## src/rtl/arvi_arb_pkg.sv

```systemverilog
// rtl/arvi_arb_pkg.sv - shared types, limits and pointer helper for the round-robin bus arbiter
package arvi_arb_pkg;

  typedef enum logic {ARB_IDLE, ARB_BUSY} arb_state_t;

  localparam int ARB_MAX_MASTERS = 8;

  // Round-robin pointer increment, wrapping n-1 back to 0
  function automatic int unsigned rr_next(input int unsigned ptr, input int unsigned n);
    return (ptr + 32'd1 >= n) ? 32'd0 : ptr + 32'd1;
  endfunction

endpackage

```

## src/rtl/rr_pick.sv

```systemverilog
// rtl/rr_pick.sv - combinational round-robin pick: first requester at or after ptr, wrapping
module rr_pick #(
  parameter int N    = 2,
  parameter int ID_W = 1
) (
  input  logic [N-1:0]    req,
  input  logic [ID_W-1:0] ptr,
  output logic [ID_W-1:0] idx,
  output logic            valid
);

  localparam logic [ID_W:0] N_W = (ID_W + 1)'(N);

  logic [N-1:0]    rot;
  logic [ID_W-1:0] off;
  logic [ID_W:0]   sum;

  // Rotate a doubled request vector so ptr lands on bit 0, take the lowest set bit,
  // then map the offset back to an absolute master index modulo N
  always_comb begin
    rot = N'({req, req} >> ptr);
    off = '0;
    for (int i = N - 1; i >= 0; i--) begin
      if (rot[i]) off = ID_W'(i);
    end
    sum = {1'b0, ptr} + {1'b0, off};
    if (sum >= N_W) sum = sum - N_W;
    idx   = sum[ID_W-1:0];
    valid = |req;
  end

endmodule

```

## src/rtl/bus_arbiter_rr.sv

```systemverilog
// rtl/bus_arbiter_rr.sv - N-way round-robin arbiter onto one memory_controller port (optional ARVI_ARB_TIMEOUT_EN watchdog)
module bus_arbiter_rr
  import arvi_arb_pkg::*;
#(
  parameter int  N_MASTERS = 2,
  parameter int  TIMEOUT   = 255,
  localparam int ID_W      = $clog2(N_MASTERS)
) (
  input  logic                        i_clk,
  input  logic                        i_rst_n,
  input  logic [N_MASTERS-1:0]        i_bus_en,
  input  logic [N_MASTERS-1:0]        i_wr_en,
  input  logic [N_MASTERS-1:0][31:0]  i_wr_data,
  input  logic [N_MASTERS-1:0][31:0]  i_addr,
  input  logic [N_MASTERS-1:0][3:0]   i_byte_en,
  input  logic [N_MASTERS-1:0]        i_atomic,
  input  logic [N_MASTERS-1:0][6:0]   i_operation,
  output logic [N_MASTERS-1:0]        o_ack,
  output logic [31:0]                 o_rd_data,
`ifdef ARVI_ARB_TIMEOUT_EN
  output logic                        o_err,
`endif
  output logic                        o_bus_en,
  output logic                        o_wr_en,
  output logic [31:0]                 o_wr_data,
  output logic [31:0]                 o_addr,
  output logic [3:0]                  o_byte_en,
  output logic                        o_atomic,
  output logic [6:0]                  o_operation,
  output logic [ID_W-1:0]             o_id,
  input  logic                        i_ack,
  input  logic [31:0]                 i_rd_data
);

  if (N_MASTERS < 2 || N_MASTERS > ARB_MAX_MASTERS || TIMEOUT < 1 || TIMEOUT > 255) begin : g_bad_param
    $error("bus_arbiter_rr: illegal N_MASTERS or TIMEOUT");
  end

  arb_state_t      state, state_d;
  logic [ID_W-1:0] grant, grant_d;
  logic [ID_W-1:0] rr_ptr, rr_ptr_d;
  logic [ID_W-1:0] pick_idx;
  logic            pick_valid;
  logic            timeout_hit;
  logic            abort;

  rr_pick #(
    .N    (N_MASTERS),
    .ID_W (ID_W)
  ) u_pick (
    .req   (i_bus_en),
    .ptr   (rr_ptr),
    .idx   (pick_idx),
    .valid (pick_valid)
  );

`ifdef ARVI_ARB_TIMEOUT_EN
  logic [7:0] to_cnt;

  // Watchdog: zero while idle, counts each BUSY cycle that passes without i_ack
  always_ff @(posedge i_clk or negedge i_rst_n) begin
    if (!i_rst_n) begin
      to_cnt <= '0;
    end else if (state == ARB_IDLE) begin
      to_cnt <= '0;
    end else if (!i_ack) begin
      to_cnt <= to_cnt + 8'd1;
    end
  end

  // The current cycle is the TIMEOUT-th silent BUSY cycle
  assign timeout_hit = (state == ARB_BUSY) && (to_cnt == 8'(TIMEOUT - 1));
  assign o_err       = abort;
`else
  assign timeout_hit = 1'b0;
`endif

  // State, grant and round-robin pointer registers
  always_ff @(posedge i_clk or negedge i_rst_n) begin
    if (!i_rst_n) begin
      state  <= ARB_IDLE;
      grant  <= '0;
      rr_ptr <= '0;
    end else begin
      state  <= state_d;
      grant  <= grant_d;
      rr_ptr <= rr_ptr_d;
    end
  end

  // Next-state logic and output mux; a real i_ack always takes precedence over a watchdog abort
  always_comb begin
    state_d     = state;
    grant_d     = grant;
    rr_ptr_d    = rr_ptr;
    abort       = 1'b0;
    o_ack       = '0;
    o_rd_data   = i_rd_data;
    o_bus_en    = 1'b0;
    o_wr_en     = 1'b0;
    o_wr_data   = '0;
    o_addr      = '0;
    o_byte_en   = '0;
    o_atomic    = 1'b0;
    o_operation = '0;
    o_id        = '0;
    case (state)
      ARB_IDLE: begin
        if (pick_valid) begin
          grant_d = pick_idx;
          state_d = ARB_BUSY;
        end
      end
      ARB_BUSY: begin
        o_bus_en    = 1'b1;
        o_wr_en     = i_wr_en[grant];
        o_wr_data   = i_wr_data[grant];
        o_addr      = i_addr[grant];
        o_byte_en   = i_byte_en[grant];
        o_atomic    = i_atomic[grant];
        o_operation = i_operation[grant];
        o_id        = grant;
        if (i_ack || timeout_hit) begin
          o_ack[grant] = 1'b1;
          state_d      = ARB_IDLE;
          rr_ptr_d     = ID_W'(rr_next(32'(grant), N_MASTERS));
          if (!i_ack) begin
            abort     = 1'b1;
            o_rd_data = 32'h0;
          end
        end
      end
      default: state_d = ARB_IDLE;
    endcase
  end

endmodule
```

## config.mk

```make
export PLATFORM = sky130hd
export DESIGN_NAME = bus_arbiter_rr
export DESIGN_NICKNAME = d
export VERILOG_FILES = /design/src/rtl/arvi_arb_pkg.sv /design/src/rtl/rr_pick.sv /design/src/rtl/bus_arbiter_rr.sv
export SDC_FILE = /design/constraint.sdc
export NUM_CORES = 1
export LEC_CHECK = 0
export CAP_MARGIN = 5
export CORE_AREA = 2 2 117 119
export DETAILED_ROUTE_END_ITERATION = 10
export DIE_AREA = 0 0 119 121
export PLACE_DENSITY = 0.64
export SLEW_MARGIN = 40
export SYNTH_ARGS = -nofsm -noshare
export SYNTH_HDL_FRONTEND = slang
export SYNTH_HIERARCHICAL = 1
export SYNTH_SLANG_ARGS = --single-unit
```

## constraint.sdc

```tcl
create_clock -name i_clk -period 1 [get_ports i_clk]
set_input_delay 0.2 -clock i_clk [delete_from_list [all_inputs] [get_ports i_clk]]
set_output_delay 0.2 -clock i_clk [all_outputs]
set_load 0.1 [all_outputs]
```

Yosys cells after proc, flatten, opt, wreduce, memory -nomap -nowiden
Cells that the tools add are included.
Operators by class
  multiplexer cells: 31
  multipliers: 0
  div/mod/pow operators: 0
  bitwise gates (word level): 1
  shifts and indexed selects: 1
  add/sub/neg operators: 3
  $lt $le $gt $ge: 4
  reductions and logical operators: 4
  eq/ne operators: 0
Operators by type and width (count)
  two-way mux 32 bit: 6
  two-way mux 7 bit: 3
  two-way mux 1 bit: 15
  two-way mux 4 bit: 3
  greater-or-equal comparator 2 bit, second input constant: 2
  two-way mux 2 bit: 2
  AND reduction 2 bit: 2
  >> shifter 4 x 1 -> 2 bit: 1
  adder 1 x 1 -> 2 bit: 1
  adder 1 x 1 -> 2 bit, second input constant: 1
  < comparator 1 x 2 -> 1 bit, second input constant: 1
  one-hot mux 1 bit (2 select lines): 1
  OR reduction 2 bit: 1
  demux 1 bit (select 1 bit): 1
  greater-or-equal comparator 1 bit, second input constant: 1
  logical AND 1 bit: 1
  inverter 1 bit: 1
  subtractor 1 bit, second input constant: 1
Word-level totals
  RAM bits: 0
  ROM bits: 0
  latch bits: 0
  register bits after elaboration: 3
  memories: 0
  bits of input ports: 191

Longest topological paths before layout
  depth in word-level cells: 6
  depth in mapped cells: 4
  gate-level depth less buffers: 3

By module
The synthesis kept the hierarchy.
Modules (own cells, without submodules)
  bus_arbiter_rr: sequential area each 75.1 um^2, area each 1794.2 um^2, cells an instance 216, times used 1
  rr_pick: sequential area each 0.0 um^2, area each 18.8 um^2, cells an instance 4, times used 1

Least setup slack after synthesis
Ideal clock, no wire load.
  path kind: register to output
  start: register state
  end: output o_addr[2]
  required time: 800 ps
  arrival time: 2790 ps
  setup slack: -1990 ps
  path buffers: 2
  cell stages (with the launch flop): 4
  cells stage by stage: dfrtp_1 > buf_4 > clkbuf_1 > nor2b_1
On the way
  longest elaborated chain between the ends: 1
RTL lines
  from (decl): RTL line bus_arbiter_rr.sv:39  | arb_state_t state, state_d;
  from (signal assigned): RTL line bus_arbiter_rr.sv:85  | state <= state_d;
  two-way mux 32 bit: RTL line bus_arbiter_rr.sv:107  | case (state)
  to (decl): RTL line bus_arbiter_rr.sv:26  | output logic [31:0] o_addr,
Every way passes these cells.

Final worst setup path
  start: register grant
  end: output o_byte_en[0]
On the way
  longest elaborated chain between the ends: 3
RTL lines
  from (decl): RTL line bus_arbiter_rr.sv:40  | logic [ID_W-1:0] grant, grant_d;
  from (signal assigned): RTL line bus_arbiter_rr.sv:86  | grant <= grant_d;
  two-way mux 4 bit (not written as such) (2 in a row): RTL line bus_arbiter_rr.sv:119  | o_byte_en = i_byte_en[grant];
  two-way mux 4 bit: RTL line bus_arbiter_rr.sv:107
  to (decl): RTL line bus_arbiter_rr.sv:27  | output logic [3:0] o_byte_en,
Every way passes these cells. The select of a mux whose other input is x is not followed.

==> flow_summary.ini <==
[grt]
grtUsageTotal_pct = 12.0
antenna_found_initial = 0
grt_max_degree = 37
grt_pass1_wl_mm = 13.8
grt_pass1_vias = 2515
overflow = 0

[status]
status = finished with violations
violations = negative setup slack

[timing]
period_needed_ns = 1.74
tightest_slew_ns = 0.252
rsz0062_at_grt = true
finalSetupViolCount = 84
fin_setup_tns_ns = -57.26
fin_ws_ns = -0.739
report.final.hold_viol_count = 0
fin_crit_sh_pct = 174
report.final.slew_viol_count = 0
finClkSkew_ns = 0.0000739
max_freq_mhz = 575
slew-limit-headroom_pct = 82.9

[worst_setup_path]
crit_type = reg2out
r2r_setup_slack_ns = -0.37
slowest_stage = dfrtp_4
cp-end-kind = output port
worstPathCellList = buf_12 > buf_16 > mux2i_4 > nor2b_4 > buf_12
cp.arrival_ns = 1.54
cp_top_family = buffers and inverters
max_stage_delay_ns = 0.48
crit_fanout = 8
path_buf_inv = 3
critPathLaunchType = flop
cp_common_cell = buf_12
worst_ep_required_time_ns = 0.80

[placement]
place_area_um2 = 5250
dp_slack_ns = -0.499
gp_congestion = 0.757
port_buffers = 239
dp_hpwl_mm = 7.70

[route]
drt_pre_antenna_iters = 2
drtAntennaViolNets = 0
avgViaCountPerCell = 3.93
drc = 0
vias = 2400
drt_iter0_drc = 33
finalWirelength_mm = 9.88
post_drt_wl_per_cell_um = 16.2

[synth]
yosysTopAreaCellShare_pct = 42.5
yosys.area_share.simple_pct = 29.1
synth_top_family_by_area = multiplexers
syn_nets = 411
synth.yosys.seq_area_share_pct = 4.14
ys_warn_count = 6
synth.distinct_cells = 17
avgSynthCellArea_um2 = 8.24
ys_ff_latch = 3
synth_compound_area_share_pct = 1.10
yosys.area_share.xor_xnor_pct = 0
synthMuxAreaShare_pct = 43.1
yosys.area_share.adder_pct = 0
synth_top_cell_by_area = mux2i_1
synthCells = 220
syn_area_um2 = 1810
synth_area_leaders = mux2i_1, nor2b_1, buf_4, buf_8, dfrtp_1

[final_layout]
nets = 627
drive_gt1_share_pct = 47.8
area_growth_pct = 210
diodes = 0
fill_cells = 1205
final_area_um2 = 5630

[cts]
clock_path_buffers = 2
clkSinkCount = 3
root_buffer = clkbuf_16
path_clk_slew_ns = 0.03
clock_latency_ns = 0.23
cts_tree = built
numCtsBuffers = 3
htreeDepth = 1
hold_buffers = 0

[pwr]
ir_worst_vdd_uv = 1840
leakage_nw = 2.38
power.density_nw_per_um2 = 3240

[floorplanning]
start_util_pct = 13.9
die_y_um = 121
die_area_um2 = 14400
num_rows = 42
coreArea_um2 = 13100
die_width_um = 119
io_pins = 304

[job]
drv_cap = 0

[hold_path]
hp-class = in2async
worst reg2reg max path, delay by kind of cell (launching register included):
kind / cells / cell delay, ns
simple gates: 1 / 0.25
flops: 1 / 0.42
compound gates: 1 / 0.14
buf+inv: 3 / 0.45
through the flow:
| step | std cells | util, % | hold slack, ns | total power, W |
|---|---|---|---|---|
| after floorplan | 220 | - | -0.0956 | 0.0119 |
| after global placement | 595 | 40.1 | 0.398 | 0.0163 |
| after detailed placement | 595 | 40.1 | 0.401 | 0.0165 |
| after CTS | 601 | 41.5 | 0.165 | 0.0175 |
| after global routing | 611 | 43.0 | 0.183 | 0.0188 |
| final | 611 | 43.0 | 0.166 | 0.0182 |
power by group:
group	switching, W	internal [W]
combinational	0.0102	0.00707
sequential	0.0000842	0.000196
clock	0.000121	0.000527
total	0.0104	0.00780
Yosys cell counts (all sizes together):
cell and count:
and3b 1, o21ai 1, mux2 1, nor2b 78, and3 1, a21o 2
inv 1, nand2 2, mux2i 77, nor2 1, and2 1, dfrtp 3
buf 42, or2 1, clkbuf 8
path summary, 6_finish.rpt:
kind,from,to,cells after the start
max,grant$_DFFE_PN0P_,o_byte_en[0],5
min in group i_clk,i_rd_data[16],o_rd_data[16],0
min reg2reg,rr_ptr$_DFFE_PN0P_,rr_ptr$_DFFE_PN0P_,1
min,i_rst_n,state$_DFF_PN0_,1
max in group asynchronous,i_rst_n,grant$_DFFE_PN0P_,1
max reg2reg,grant$_DFFE_PN0P_,rr_ptr$_DFFE_PN0P_,5
sequential cells by signal (all words and copies together) (netlist names):
name,flops
state,1
rr_ptr,1
grant,1
cell type report:
cell class / instances / area, um^2 / share of cell area [%]
tap: 176 / 220 / 3.91
clock buffer: 4 / 78.8 / 1.40
multi-input combinational: 166 / 1710 / 30.3
inverter: 1 / 3.75 / 0.0667
sequential: 3 / 82.6 / 1.47
timing repair buffer: 261 / 3530 / 62.8
what timing repair did:
item                       in CTS  in global routing
buffers inserted                1                  5
setup endpoints to repair      84                 83
pin swaps                       1                  0
cloned                          1                  5
resized for setup              22                 11
cells in the final DEF (no fill, tap or decap), types with 2 or more instances in the layout:
| cell | Yosys | routed |
|---|---|---|
| dfrtp_4 | 0 | 2 |
| nor2b_2 | 0 | 59 |
| mux2i_2 | 0 | 17 |
| nor2b_4 | 0 | 19 |
| buf_16 | 0 | 2 |
| dlygate4sd2_1 | 0 | 2 |
| buf_12 | 0 | 85 |
| mux2i_1 | 77 | 59 |
| a21o_1 | 2 | 2 |
| buf_4 | 33 | 6 |
| nand2_1 | 2 | 2 |
| buf_6 | 2 | 7 |
| clkdlybuf4s50_1 | 0 | 156 |
| clkbuf_16 | 0 | 6 |
cells by family after synthesis:
| family | after synthesis |
|---|---|
| flops | 3 |
| buf+inv | 51 |
| mux | 78 |
| compound gates | 3 |
| simple gates | 85 |
per-layer routing:
layer | part of all wire, % | vias up | global-route usage [%]
met5 | 0 | - | 0
met4 | 2.1 | 0 | 3.50
met3 | 7.9 | 18 | 3.20
met2 | 56 | 126 | 24.0
met1 | 34 | 1129 | 12.0
li1 | - | 1127 | -
(Power assumes the default switching activity.)
